<file path="config.mk">
export PLATFORM = sky130hd
export DESIGN_NAME = value_range_binner
export DESIGN_NICKNAME = d
export VERILOG_FILES = /design/src/rtl/value_range_binner.sv
export SDC_FILE = /design/constraint.sdc
export NUM_CORES = 1
export LEC_CHECK = 0
export BUFFER_PORTS_ARGS = -buffer_cell sky130_fd_sc_hd__clkbuf_2
export CORE_MARGIN = 3
export CORE_UTILIZATION = 51
export DETAILED_ROUTE_END_ITERATION = 6
export PLACE_DENSITY = 0.75
export SLEW_MARGIN = 20
export SYNTH_ARGS = -nofsm -noshare
export SYNTH_HDL_FRONTEND = slang
export SYNTH_SLANG_ARGS = --single-unit
</file>
<file path="constraint.sdc">
create_clock -name i_clk -period 3.3 [get_ports i_clk]
set_input_delay 0.165 -clock i_clk [delete_from_list [all_inputs] [get_ports i_clk]]
set_output_delay 0.165 -clock i_clk [all_outputs]
set_load 0.01 [all_outputs]
</file>
<file path="src/rtl/value_range_binner.sv">
// Streaming value-range histogram: classifies accepted samples into BINS bins with saturating counters.
// Optional sticky per-bin overflow flags are enabled by defining VALUE_RANGE_BINNER_OVERFLOW_FLAG_EN.
module value_range_binner #(
    parameter int WIDTH     = 8,
    parameter int BINS      = 4,
    parameter int CNT_WIDTH = 16,
    parameter int MODE      = 0
) (
    input  logic                        i_clk,
    input  logic                        i_rst,
    input  logic                        i_valid,
    output logic                        o_ready,
    input  logic [WIDTH-1:0]            i_data,
    input  logic [(BINS-1)*WIDTH-1:0]   i_thresh,
    input  logic                        i_clear,
    output logic                        o_busy,
    input  logic [$clog2(BINS):0]       i_rd_idx,
    output logic [CNT_WIDTH-1:0]        o_rd_count,
    output logic [CNT_WIDTH-1:0]        o_total
`ifdef VALUE_RANGE_BINNER_OVERFLOW_FLAG_EN
    ,
    output logic [BINS-1:0]             o_ovf
`endif
);

    localparam int                   BIN_W    = $clog2(BINS);
    localparam logic [BIN_W-1:0]     LAST_IDX = BIN_W'(BINS - 1);
    localparam logic [CNT_WIDTH-1:0] CNT_MAX  = '1;

    typedef enum logic {
        ST_RUN,
        ST_CLEAR
    } state_t;

    state_t               r_state;
    state_t               w_next_state;
    logic [BIN_W-1:0]     r_clr_idx;
    logic                 r_s1_valid;
    logic [BIN_W-1:0]     r_s1_bin;
    logic [CNT_WIDTH-1:0] r_count [BINS];
    logic [CNT_WIDTH-1:0] r_total;
    logic [CNT_WIDTH-1:0] r_rd_count;
    logic [BIN_W-1:0]     w_bin;
    logic                 w_accept;
    logic                 w_inc;

    assign o_ready    = (r_state == ST_RUN);
    assign o_busy     = (r_state == ST_CLEAR);
    assign o_total    = r_total;
    assign o_rd_count = r_rd_count;
    assign w_accept   = i_valid && o_ready;

    generate
        if (MODE == 0) begin : g_split
            logic w_unused_inputs;
            assign w_bin           = i_data[WIDTH-1 -: BIN_W];
            assign w_unused_inputs = ^{i_thresh, i_data};
        end else begin : g_thresh
            // Bin is the number of thresholds at or below the sample, so unordered thresholds still decode.
            always_comb begin
                // NOTE: every always_comb output gets a default first so no latch can be inferred.
                w_bin = '0;
                for (int k = 0; k < BINS - 1; k++) begin
                    if (i_data >= i_thresh[k*WIDTH +: WIDTH]) begin
                        w_bin = w_bin + 1'b1;
                    end
                end
            end
        end
    endgenerate

    always_comb begin
        w_next_state = r_state;
        case (r_state)
            ST_RUN:   if (i_clear) w_next_state = ST_CLEAR;
            ST_CLEAR: if (r_clr_idx == LAST_IDX) w_next_state = ST_RUN;
            default:  w_next_state = ST_RUN;
        endcase
    end

    always_ff @(posedge i_clk) begin
        // NOTE: sequential state uses non-blocking assignments so every flop sees pre-edge values.
        if (i_rst) begin
            r_state   <= ST_RUN;
            r_clr_idx <= '0;
        end else begin
            r_state   <= w_next_state;
            r_clr_idx <= (r_state == ST_CLEAR) ? r_clr_idx + 1'b1 : '0;
        end
    end

    always_ff @(posedge i_clk) begin
        if (i_rst) begin
            r_s1_valid <= 1'b0;
            r_s1_bin   <= '0;
        end else begin
            r_s1_valid <= w_accept;
            r_s1_bin   <= w_bin;
        end
    end

    // The stage-1 sample is dropped at the clear edge and throughout the sweep.
    assign w_inc = r_s1_valid && (r_state == ST_RUN) && !i_clear;

    always_ff @(posedge i_clk) begin
        if (i_rst) begin
            // NOTE: the counter bank is plain flops, so it is reset like any other state.
            for (int b = 0; b < BINS; b++) begin
                r_count[b] <= '0;
            end
            r_total <= '0;
        end else if (r_state == ST_CLEAR) begin
            r_count[r_clr_idx] <= '0;
            if (r_clr_idx == '0) begin
                r_total <= '0;
            end
        end else if (w_inc) begin
            if (r_count[r_s1_bin] != CNT_MAX) begin
                r_count[r_s1_bin] <= r_count[r_s1_bin] + 1'b1;
            end
            if (r_total != CNT_MAX) begin
                r_total <= r_total + 1'b1;
            end
        end
    end

    // BINS is a power of two, so the index MSB alone marks an out-of-range read.
    always_ff @(posedge i_clk) begin
        if (i_rst) begin
            r_rd_count <= '0;
        end else if (!i_rd_idx[BIN_W]) begin
            r_rd_count <= r_count[i_rd_idx[BIN_W-1:0]];
        end else begin
            r_rd_count <= '0;
        end
    end

`ifdef VALUE_RANGE_BINNER_OVERFLOW_FLAG_EN
    logic [BINS-1:0] r_ovf;

    always_ff @(posedge i_clk) begin
        if (i_rst) begin
            r_ovf <= '0;
        end else if (r_state == ST_CLEAR) begin
            r_ovf[r_clr_idx] <= 1'b0;
        end else if (w_inc && (r_count[r_s1_bin] == CNT_MAX)) begin
            r_ovf[r_s1_bin] <= 1'b1;
        end
    end

    assign o_ovf = r_ovf;
`endif

endmodule

</file>
==> results.sh <==
export IMPL_status="complete, no violations"
export IMPL_final_util_pct=59.3
export IMPL_drtIter0Drc=156
export IMPL_post_cts_buffers=0
export IMPL_pre_cts_ws_ns=0.470
export IMPL_hp_start="i_valid"
export IMPL_cts_tree="yes"
export IMPL_synth_cells=393
export IMPL_cts_max_path_buffers=2
export IMPL_hold_viol_final=0
export IMPL_grt_pass1_wl_um=16500
export IMPL_timing_hold_ws_ns=0.0500
export IMPL_grt_pass1_vias=3279
export IMPL_ys_ff_latch=102
export IMPL_via_per_inst=5.58
export IMPL_grt_overflow=0
export IMPL_setup_slack_ns=0.426
export IMPL_synth_warnings=0
export IMPL_r2r_slack_ns=0.43
export IMPL_peakVddDrop_uv=209
export IMPL_r2r_start="r_s1_bin[1]"
export IMPL_rows=35
export IMPL_yosysMostFrequentCell="nor2_1"
export IMPL_final_setup_viol_count=0
export IMPL_io_pins=73
export IMPL_port_buffers=42
export IMPL_worst_r2r_path_depth=8
export IMPL_first_pass_iters=7
export IMPL_rsz0062_at_grt="false"
export IMPL_start_util_pct=52.5
export IMPL_clock_fmax_mhz=348
export IMPL_synthToLayoutAreaGrowth_pct=12.9
export IMPL_synth_top_area_share_pct=39.4
export IMPL_fin_skew_ns=0.00908
export IMPL_met1Wirelength_um=4330
export IMPL_htree_levels=3
export IMPL_die_area_um2=10800
export IMPL_arrival_ns=3.09
export IMPL_cts_clk_slew_worst_paths_ns=0.10
export IMPL_gp_congestion=0.778
export IMPL_drt_total_wl_um=9970
export IMPL_cp_end_kind="flop"
export IMPL_final_setup_tns_ns=0
export IMPL_drc=0
export IMPL_holdBufCountCts=2
export IMPL_wl_met2_um=5010
export IMPL_num_vias=3210
export IMPL_fp_dieW_um=104
export IMPL_root_buffer="clkbuf_8"
export IMPL_final_nets=484
export IMPL_wl_per_cell_um=17.3
export IMPL_start_kind="flop"
export IMPL_grt_max_degree=20
export IMPL_ctsResizeCount=0
export IMPL_syn_num_nets=436
export IMPL_critical_path_endpoint="r_count[0][7]"
export IMPL_hpwlAfterDp_um=6840
export IMPL_diodes=0
export IMPL_rr_endpoint="r_count[0][7]"
export IMPL_hp_class="in2reg"
export IMPL_synthFlopType="edfxtp_1"
export IMPL_power_density_nw_per_um2=454
export IMPL_ys_types=44
export IMPL_synth_edf_count=64
export IMPL_antenna_found_initial=0
export IMPL_report_final_slew_viol_count=0
export IMPL_period_needed_ns=2.87
export IMPL_cts_buffers=9
export IMPL_drv_cap=0
export IMPL_p_leak_uw=0.00200
export IMPL_netlist_area_um2=4880
export IMPL_synthTopCellsByCount="78 x nor2_1, 64 x edfxtp_1, 38 x dfxtp_1, 23 x mux4_2, 20 x nor2b_1"
export IMPL_ys_seq_area_share_pct=55.0
export IMPL_antenna_left=0
export IMPL_clock_latency_ns=0.36
export IMPL_highest_layer="met4"
export IMPL_die_y_um=104
export IMPL_cp_startpoint="r_s1_bin[1]"
export IMPL_track_usage_pct=19.6
export IMPL_synth_top_area_cell="edfxtp_1"
export IMPL_syn_area_per_cell_um2=12.4
export IMPL_critPathMaxFanout=16
export IMPL_maxSlewHeadroom_pct=55.7
export IMPL_worstPathRequired_ns=3.52
export IMPL_async_flop_share_pct=0
export IMPL_finalCritPeriodShare_pct=87.1
export IMPL_clkSinkCount=102
export IMPL_tightest_slew_ns=0.665
export IMPL_synthTopCellsByArea="edfxtp_1 39%, dfxtp_1 16%, mux4_2 11%"
export IMPL_critPathKind="reg2reg"
export IMPL_drive_gt1_share_pct=24.4
export IMPL_core_um2=9280
export IMPL_wl_met3_um=346
==> flip-flops by register name, indices dropped and copies added (netlist names) <==
register    count
o_rd_count     16
r_clr_idx       2
r_s1_valid      1
r_count        64
o_total        16
r_s1_bin        2
o_busy          1
==> layout make-up <==
class                           count  area [µm²]
Clock buffer                       10         149
Multi-Input combinational cell    256        2040
Sequential cell                   102        2680
Clock inverter                      6        48.8
Inverter                           14        52.6
Tap cell                          129         161
Timing Repair Buffer               58         373
Fill cell                         783        3780
==> layout by cell type (no fill, tap or decap), types with 6 or more instances in the layout <==
master    instances
xnor2_1          16
edfxtp_1         64
nor2_1           77
buf_4            11
a21oi_1           6
clkbuf_8          9
nand2_1          18
nor2b_1          20
nand2b_1          6
dfxtp_1          38
inv_1            13
mux4_2           23
nand3_1          10
clkbuf_2         42
xor2_1           10
nor3_1           10
mux4_1            9
==> cells by family (layout without fill, tap and decap cells) <==
kind of cell | after synthesis | after routing | share of synthesized area [%]
AOI/OAI and AO/OA | 27 | 27 | 3.75
xor gates and xnor gates | 26 | 26 | 4.67
adders and majority gates | 4 | 4 | 1.03
buffers and inverters | 35 | 88 | 3.44
DFF | 102 | 102 | 55.0
muxes | 32 | 32 | 15.5
and+or+nand+nor | 167 | 167 | 16.6
==> worst max-delay path, stage by stage (launching register included) <==
cell and delay (ns):
dfxtp_1 0.58, buf_4 0.28, mux4_2 0.39, and3_1 0.23
and3_4 0.20, a21bo_1 0.19, buf_4 0.21, or3b_4 0.49
nor2_1 0.15
==> worst min-delay path by stage <==
stage	to	slack (ns)	depth (start not counted)
after floorplan	r_s1_bin[0]	0.29	1
after global placement	r_s1_bin[0]	0.38	2
after detailed placement	r_s1_bin[1]	0.38	2
after CTS	r_s1_valid	0.04	2
after global routing	r_s1_valid	0.06	2
final	r_s1_valid	0.05	2
==> layer usage <==
layer / vias up / GRT usage [%]
li1: 1515 / -
met1: 1597 / 25.5
met2: 77 / 33.2
met3: 21 / 2.80
met4: 0 / 7.79
met5: - / 0
==> per-stage QoR <==
stage / std cells / power [µW] / cell area, µm²
2_1_floorplan: 393 / 1650 / 4880
3_3_place_gp: 557 / 1730 / 5290
3_5_place_dp: 557 / 1740 / 5290
4_1_cts: 575 / 2510 / 5510
5_1_grt: 575 / 2600 / 5510
6_report: 575 / 2500 / 5510
==> where the power goes <==
| group | internal [µW] | switching, µW | leakage [µW] |
|---|---|---|---|
| logic | 121 | 152 | 0.000931 |
| registers | 1410 | 29.8 | 0.000973 |
| clock network | 331 | 452 | 0.000101 |
Power figures use the tool's default switching activity.
